`src/rtl/rf_wr_sched.sv`:
```
// -----------------------------------------------------------------------------
// rf_wr_sched
//
// Write-port scheduler for an 8-entry register file. Two requesters share a
// single write port: requester 0 (ALU writeback) and requester 1 (memory load).
// Ties are broken round-robin on the last-granted requester. A single-cycle
// clr_req starts a clear sequence that writes zero to registers 0..7, one per
// cycle, while both requesters are held off.
//
// Handshake: a requester raises reqN_valid with reqN_sel/reqN_data stable and
// keeps them stable until it sees reqN_ready high in the same cycle; the
// transfer happens on the rising edge where valid and ready are both high.
// Ready is combinational from the valids, the round-robin pointer, the FSM
// state, clr_req and rst; it never depends on the data.
//
// Ports:
//   clk, rst                      clock, synchronous active-high reset
//   req0_valid/sel/data/ready     requester 0 (ALU writeback)
//   req1_valid/sel/data/ready     requester 1 (memory load)
//   clr_req                       request to zero all 8 registers
//   write/writeregsel/writedata   registered register-file write port
//   busy                          clear sequence in progress (registered)
//   err                           one-cycle pulse: clr_req while clearing
//   state_dbg                     current FSM state (0 = ARB, 1 = CLEAR)
// -----------------------------------------------------------------------------
module rf_wr_sched #(
    parameter int WIDTH = 16
) (
    input  logic             clk,
    input  logic             rst,
    input  logic             req0_valid,
    input  logic [2:0]       req0_sel,
    input  logic [WIDTH-1:0] req0_data,
    output logic             req0_ready,
    input  logic             req1_valid,
    input  logic [2:0]       req1_sel,
    input  logic [WIDTH-1:0] req1_data,
    output logic             req1_ready,
    input  logic             clr_req,
    output logic             write,
    output logic [2:0]       writeregsel,
    output logic [WIDTH-1:0] writedata,
    output logic             busy,
    output logic             err,
    output logic             state_dbg
);

    typedef enum logic {
        ST_ARB   = 1'b0,
        ST_CLEAR = 1'b1
    } state_t;

    state_t           state_q, state_d;
    logic [2:0]       cnt_q, cnt_d;      // next register to clear
    logic             ptr_q, ptr_d;      // last-granted requester
    logic             write_q, write_d;
    logic [2:0]       sel_q, sel_d;
    logic [WIDTH-1:0] data_q, data_d;
    logic             busy_q, busy_d;
    logic             err_q, err_d;

    logic hs0, hs1;

    // Ready generation: only in ARB with no clear pending and not in reset.
    // On a tie the requester that was not granted last wins.
    always_comb begin
        req0_ready = 1'b0;
        req1_ready = 1'b0;
        if (!rst && state_q == ST_ARB && !clr_req) begin
            if (req0_valid && req1_valid) begin
                req0_ready = ptr_q;
                req1_ready = ~ptr_q;
            end else begin
                req0_ready = req0_valid;
                req1_ready = req1_valid;
            end
        end
    end

    assign hs0 = req0_valid & req0_ready;
    assign hs1 = req1_valid & req1_ready;

    always_comb begin
        state_d = state_q;
        cnt_d   = cnt_q;
        ptr_d   = ptr_q;
        write_d = 1'b0;
        sel_d   = sel_q;
        data_d  = data_q;
        busy_d  = 1'b0;
        err_d   = 1'b0;
        unique case (state_q)
            ST_ARB: begin
                if (clr_req) begin
                    // Register 0 is written on the entry edge, so the counter
                    // already points at register 1 once in CLEAR.
                    state_d = ST_CLEAR;
                    write_d = 1'b1;
                    sel_d   = 3'd0;
                    data_d  = '0;
                    busy_d  = 1'b1;
                    cnt_d   = 3'd1;
                end else if (hs0) begin
                    write_d = 1'b1;
                    sel_d   = req0_sel;
                    data_d  = req0_data;
                    ptr_d   = 1'b0;
                end else if (hs1) begin
                    write_d = 1'b1;
                    sel_d   = req1_sel;
                    data_d  = req1_data;
                    ptr_d   = 1'b1;
                end
            end
            ST_CLEAR: begin
                // A repeated clr_req is flagged but does not touch the count.
                write_d = 1'b1;
                sel_d   = cnt_q;
                data_d  = '0;
                busy_d  = 1'b1;
                err_d   = clr_req;
                cnt_d   = cnt_q + 3'd1;
                // Leave on the edge that loads register 7; cnt wraps to 0.
                if (cnt_q == 3'd7) begin
                    state_d = ST_ARB;
                end
            end
            default: begin
                state_d = ST_ARB;
            end
        endcase
    end

    always_ff @(posedge clk) begin
        if (rst) begin
            state_q <= ST_ARB;
            cnt_q   <= 3'd0;
            ptr_q   <= 1'b1;
            write_q <= 1'b0;
            sel_q   <= 3'd0;
            data_q  <= '0;
            busy_q  <= 1'b0;
            err_q   <= 1'b0;
        end else begin
            state_q <= state_d;
            cnt_q   <= cnt_d;
            ptr_q   <= ptr_d;
            write_q <= write_d;
            sel_q   <= sel_d;
            data_q  <= data_d;
            busy_q  <= busy_d;
            err_q   <= err_d;
        end
    end

    assign write       = write_q;
    assign writeregsel = sel_q;
    assign writedata   = data_q;
    assign busy        = busy_q;
    assign err         = err_q;
    assign state_dbg   = state_q;

endmodule

```
`config.mk`:
```
export PLATFORM = sky130hd
export DESIGN_NAME = rf_wr_sched
export DESIGN_NICKNAME = d
export VERILOG_FILES = /design/src/rtl/rf_wr_sched.sv
export SDC_FILE = /design/constraint.sdc
export NUM_CORES = 1
export LEC_CHECK = 0
export CAP_MARGIN = 5
export CORE_ASPECT_RATIO = 0.9
export CORE_UTILIZATION = 37
export DETAILED_ROUTE_END_ITERATION = 7
export PLACE_DENSITY = 0.78
export SKIP_LAST_GASP = 1
export SLEW_MARGIN = 20
export SYNTH_ARGS = -nofsm -noshare
export SYNTH_HDL_FRONTEND = slang
export SYNTH_SLANG_ARGS = --single-unit
export TNS_END_PERCENT = 30
```
`constraint.sdc`:
```
create_clock -name clk -period 1.64 [get_ports clk]
set_input_delay 0.246 -clock clk [delete_from_list [all_inputs] [get_ports clk]]
set_output_delay 0.246 -clock clk [all_outputs]
set_load 0.02 [all_outputs]
```
# [Word level (Yosys, flattened, before mapping)]
# Index checks and enable logic that the tools add are counted.
[totals] wordCells=49 ff_bits=27 out_inout_bits=25 input_bits=43
[classes] n_addsub=1 eq_ne=3 mux=24 bitwise_logic=5 n_reduce_logical=8
[ops] cell="$mux W16" n=3
[ops] cell="$pmux W16 S2" n=1
[ops] cell="$mux W3" n=4
[ops] cell="$pmux W3 S2" n=2
[ops] cell="$mux W1" n=11
[ops] cell="$pmux W1 S2" n=3
[ops] cell="$ne A4 B4 Y1 const B" n=1
[ops] cell="$add A3 B1 Y3 const B" n=1
[ops] cell="$eq A3 B3 Y1 const B" n=1
[ops] cell="$logic_and A1 B1 Y1" n=3
[ops] cell="$not A1 Y1" n=3
[ops] cell="$reduce_and A3 Y1" n=1
[ops] cell="$and A1 B1 Y1" n=2
[ops] cell="$logic_not A1 Y1" n=2
[ops] cell="$ne A2 B2 Y1 const B" n=1
[ops] cell="$reduce_bool A2 Y1" n=1
[ops] cell="$reduce_or A2 Y1" n=1

# [Depth between registers and ports, before layout]
# Gate-level depths: netlist of the first run.
[logic_depth] depth_word=9 depth_mapped=7 ltp_nobuf=5

# [Worst setup path after synthesis of the first run]
# OpenSTA, ideal clock, no wires.
[synth_path] path_kind="register -> register" from="register state_q, in the netlist state_dbg" to="register data_q[0], in the netlist writedata[0]" period_less_slack_ns=1.366 setup_ns=0.128 setup_slack_ns=0.274 required_time_ns=1.512 n_path_buf=1 stages_incl_launch_ff=5 arrival_time_ns=1.238 path_cell_list="dfxtp_1 -> nor3_4 -> o21ai_1 -> clkbuf_1 -> o21ai_1"
[synth_via] elab_chain_cells=8 elab_cells_between_ends=11 classes_between="eq/ne: 1; mux: 5; bitwise: 3; reduce/logical: 2"
[synth_rtl] item="start, declared" line_no="53" source="state_t state_q, state_d;"
[synth_rtl] item="start signal, assigned" line_no="145" source="state_q <= state_d;"
[synth_rtl] item="$not A1 Y1"
[synth_rtl] item="$logic_and A1 B1 Y1 (2 in series)" line_no="69" source="if (!rst && state_q == ST_ARB && !clr_req) begin"
[synth_rtl] item="$mux W1" line_no="69"
[synth_rtl] item="$and A1 B1 Y1" line_no="80" source="assign hs0 = req0_valid & req0_ready;"
[synth_rtl] item="$mux W16" line_no="103" source="end else if (hs0) begin"
[synth_rtl] item="$mux W16" line_no="94" source="if (clr_req) begin"
[synth_rtl] item="$pmux W16 S2" line_no="92" source="unique case (state_q)"
[synth_rtl] item="end signal, assigned" line_no="150" source="data_q <= data_d;"
[synth_rtl] item="end, declared" line_no="58" source="logic [WIDTH-1:0] data_q, data_d;"
# Several ways; a longest one is shown, not always the timed one.
# A chain may end at the register's enable or synchronous reset.

# [Worst setup path in the final report of the first run]
[layout_path] from="input clr_req" to="output req0_ready"
[layout_via] elab_chain_cells=3
[layout_rtl] item="start, declared" line_no="39" source="input logic clr_req,"
[layout_rtl] item="$logic_not A1 Y1" line_no="69"
[layout_rtl] item="$logic_and A1 B1 Y1" line_no="69"
[layout_rtl] item="$mux W1" line_no="69"
[layout_rtl] item="end, declared" line_no="34" source="output logic req0_ready,"
# Every way passes these cells.

==> results of run 1 <==
==> cell families after synthesis <==
group | Yosys count | share of synthesized area
mux | 17 | 0.142
simple gates | 45 | 0.176
flops | 27 | 0.452
compound gates | 29 | 0.154
buf+inv | 11 | 0.0544
fa+ha+maj | 2 | 0.0209
==> metal layers <==
| metal | track usage | vias up | part of all wire |
|---|---|---|---|
| met1 | 0.223 | 566 | 0.42 |
| met5 | 0 | - | 0 |
| met2 | 0.356 | 34 | 0.54 |
| met3 | 0.0279 | 6 | 0.027 |
| met4 | 0.0603 | 0 | 0.016 |
| li1 | - | 604 | - |
==> worst register-to-register path, cell delays in order, from the launching register on <==
cell and delay, ns:
dfxtp_1 0.35, nand2b_1 0.17, nand3_2 0.11, buf_4 0.31, nand3_1 0.14, a311oi_2 0.24
==> final cells by class <==
| class | count | area, um2 |
|---|---|---|
| clock buffers | 4 | 26.3 |
| fillers | 249 | 1070 |
| inverters | 3 | 12.5 |
| multi-input cells | 93 | 589 |
| flip-flops and latches | 27 | 541 |
| well taps | 42 | 52.6 |
| repair buffers | 79 | 779 |
==> layout by cell type, fill, tap and decap left out <==
cell             count
clkdlybuf4s50_1     64
dfxtp_1             27
nand2_1             24
o21ai_1             17
mux2i_1             17
buf_4               10
nor2_1               9
a21oi_1              6
nand3_1              3
a311oi_2             3
clkbuf_4             3
nor3b_1              2
inv_1                2
ha_1                 2
buf_12               2
nor3_4               1
nand2b_1             1
nand3_2              1
clkinv_2             1
and3_1               1
and2_1               1
nor2_2               1
o21a_1               1
nor3_1               1
a211oi_1             1
o311ai_0             1
clkbuf_1             1
clkdlybuf4s15_1      1
clkbuf_2             1
dlygate4sd2_1        1
==> metrics by stage <==
stage	util	cells
after global placement	0.646	244
final	0.652	248
after global routing	0.652	248
after floorplan	-	131
after detailed placement	0.646	244
after CTS	0.653	248
==> flip-flops by register name, summed over array words and instances, names as in the netlist <==
register and flops:
writedata 16, ptr_q 1, err 1, writeregsel 3
busy 1, write 1, cnt_q 3, state_dbg 1
==> power by group through the flow <==
stage          registers (mW)  clock network (mW)  logic [mW]
2_1_floorplan           0.753                   0       0.101
5_1_grt                 0.711               0.321       0.355
3_5_place_dp            0.721                   0       0.332
3_3_place_gp            0.719                   0       0.324
4_1_cts                 0.707               0.294       0.331
6_report                0.706               0.279       0.328
==> repair_timing <==
action                                  CTS  global route
gates cloned                              0             0
resized for setup                         3             3
endpoints found under the setup margin    3             2
==> worst max path at each step <==
stage / end / slack [ns]
floorplan: writedata[0]$_SDFFE_PP0P_ / 0.27
global placement: req1_ready / -0.29
detailed placement: req1_ready / -0.34
CTS: req1_ready / -0.07
global route: req0_ready / -0.08
finish: req0_ready / -0.009
==> results.cfg, run 1 <==
[run_status]
status = finished with violations
violations = negative setup slack

[yosys]
yosysUniqueCellTypes = 26
synth.area.top_cells = dfxtp_1 (45%), mux2i_1 (14%), nand2_1 (7.5%), o21ai_1 (7.1%), a311oi_2 (3.8%)
synth_edf_count = 0
synth_most_common_cell = dfxtp_1
yosys.area.top_type = dfxtp_1
synth_area_um2 = 1190
syn_nets = 176
synthFlopType = dfxtp_1
ys_top_cells_by_count = dfxtp_1 (27), nand2_1 (24), mux2i_1 (17), o21ai_1 (17), nor2_1 (9)
synthArstFlopShare = 0
ys_ff_latch = 27
synth_top_area_share = 0.452
yosysSeqAreaShare = 0.452
syn_avg_cell_area_um2 = 9.12
syn_inst = 131
yosysWarnings = 0

[die]
num_io_pins = 68
num_rows = 19
core_area_um2 = 3070
die_w_um = 61.9
die_h_um = 55.9
dieArea_um2 = 3460
start_util = 0.390

[timing]
fin_setup_tns_ns = -0.00880
finalMaxSlewViolations = 0
fin_crit_ns = 1.65
fmax_mhz = 607
finalHoldViolations = 0
post-route-period-util = 1.01
whs_ns = 0.456
slew_headroom = 0.761
tightest_slew_ns = 0.354
setup_violations = 1
finClkSkew_ns = 0.000816
rsz0062_at_grt = true
setup_slack_ns = -0.00880

[clock_tree]
ctsHoldBuffers = 0
htreeDepth = 1
numCtsBuffers = 3
root_buffer = clkbuf_4
cts_buffer_depth = 2
cts.clk_slew.worst_paths_ns = 0.14
clock_sinks = 27
postCtsSetupBuffers = 0
cts_tree = done
clk_latency_ns = 0.31

[final_layout]
drive_gt1_frac = 0.112
area_growth_pct = 67.4
n_antenna_cell = 0
fin_area_um2 = 2000
final_nets = 252

[worst_setup_path]
regToRegSetupSlack_ns = 0.25
cp_slowest_cell = clkdlybuf4s50_1
cp_num_buf_inv = 3
r2r_cells = 5
crit_type = in2out
cp_max_fo = 3
end_kind = output pin
worstPathRequired_ns = 1.39
arrival_ns = 1.40
r2r-end = writeregsel[2]$_SDFFE_PP0P_
cp_slowest_stage_delay_ns = 0.46
worstSetupStartpoint = clr_req
cp_cell_sequence = clkdlybuf4s50_1, nor3_4, nand3_2, clkinv_2, clkdlybuf4s15_1
worst-path-stages = 5
crit-reg2reg-launch = ptr_q$_SDFFE_PP1P_
start_kind = input pin
critPathTopFamily = buffers and inverters

[placement]
post_dp_cell_area_um2 = 1980
dp_hpwl_mm = 2.45
port-buffer-count = 67
dpl_worst_slack_ns = -0.343
place_congestion = 0.798

[min_path]
holdPathEnd = writedata[13]$_SDFFE_PP0P_
whs_path_depth = 2
min_from = writedata[13]$_SDFFE_PP0P_
min_path_type = reg2reg

[drt]
vias = 1210
drt_iter0_drc = 24
post_drt_via_cell_ratio = 4.88
totalWireLength_mm = 3.07
ant_nets = 0
wl_per_cell_um = 12.4
drt_pass1_iterations = 3
route.detailed.drc = 0

[pwr]
vdd_drop_max_mv = 0.321
p_per_area_nw_per_um2 = 656
leakage_nw = 0.863
intPower_mw = 0.978
power_frac_clock = 0.213
comb_power_share = 0.250
switchingPower_mw = 0.335
switching_share = 0.255
power_mw = 1.31
p_seq_frac = 0.538

[global_routing]
grt_pass1_wl_mm = 5.03
overflow = 0
antenna_found_initial = 0
grt_pass1_vias = 1207
grt_max_degree = 20
track_usage = 0.194

[job]
drv_cap = 0
Note: power is estimated with default switching activity, not from simulation.
==> run 2: changes to the inputs <==
--- a/config.mk
+++ b/config.mk
@@ -9,6 +9,7 @@
 export CORE_ASPECT_RATIO = 0.9
 export CORE_UTILIZATION = 37
 export DETAILED_ROUTE_END_ITERATION = 7
+export GPL_ROUTABILITY_DRIVEN = 1
 export PLACE_DENSITY = 0.78
 export SKIP_LAST_GASP = 1
 export SLEW_MARGIN = 20
==> results of run 2 <==
Same layout as run 1: the final DEF is identical, and so are final timing and power.
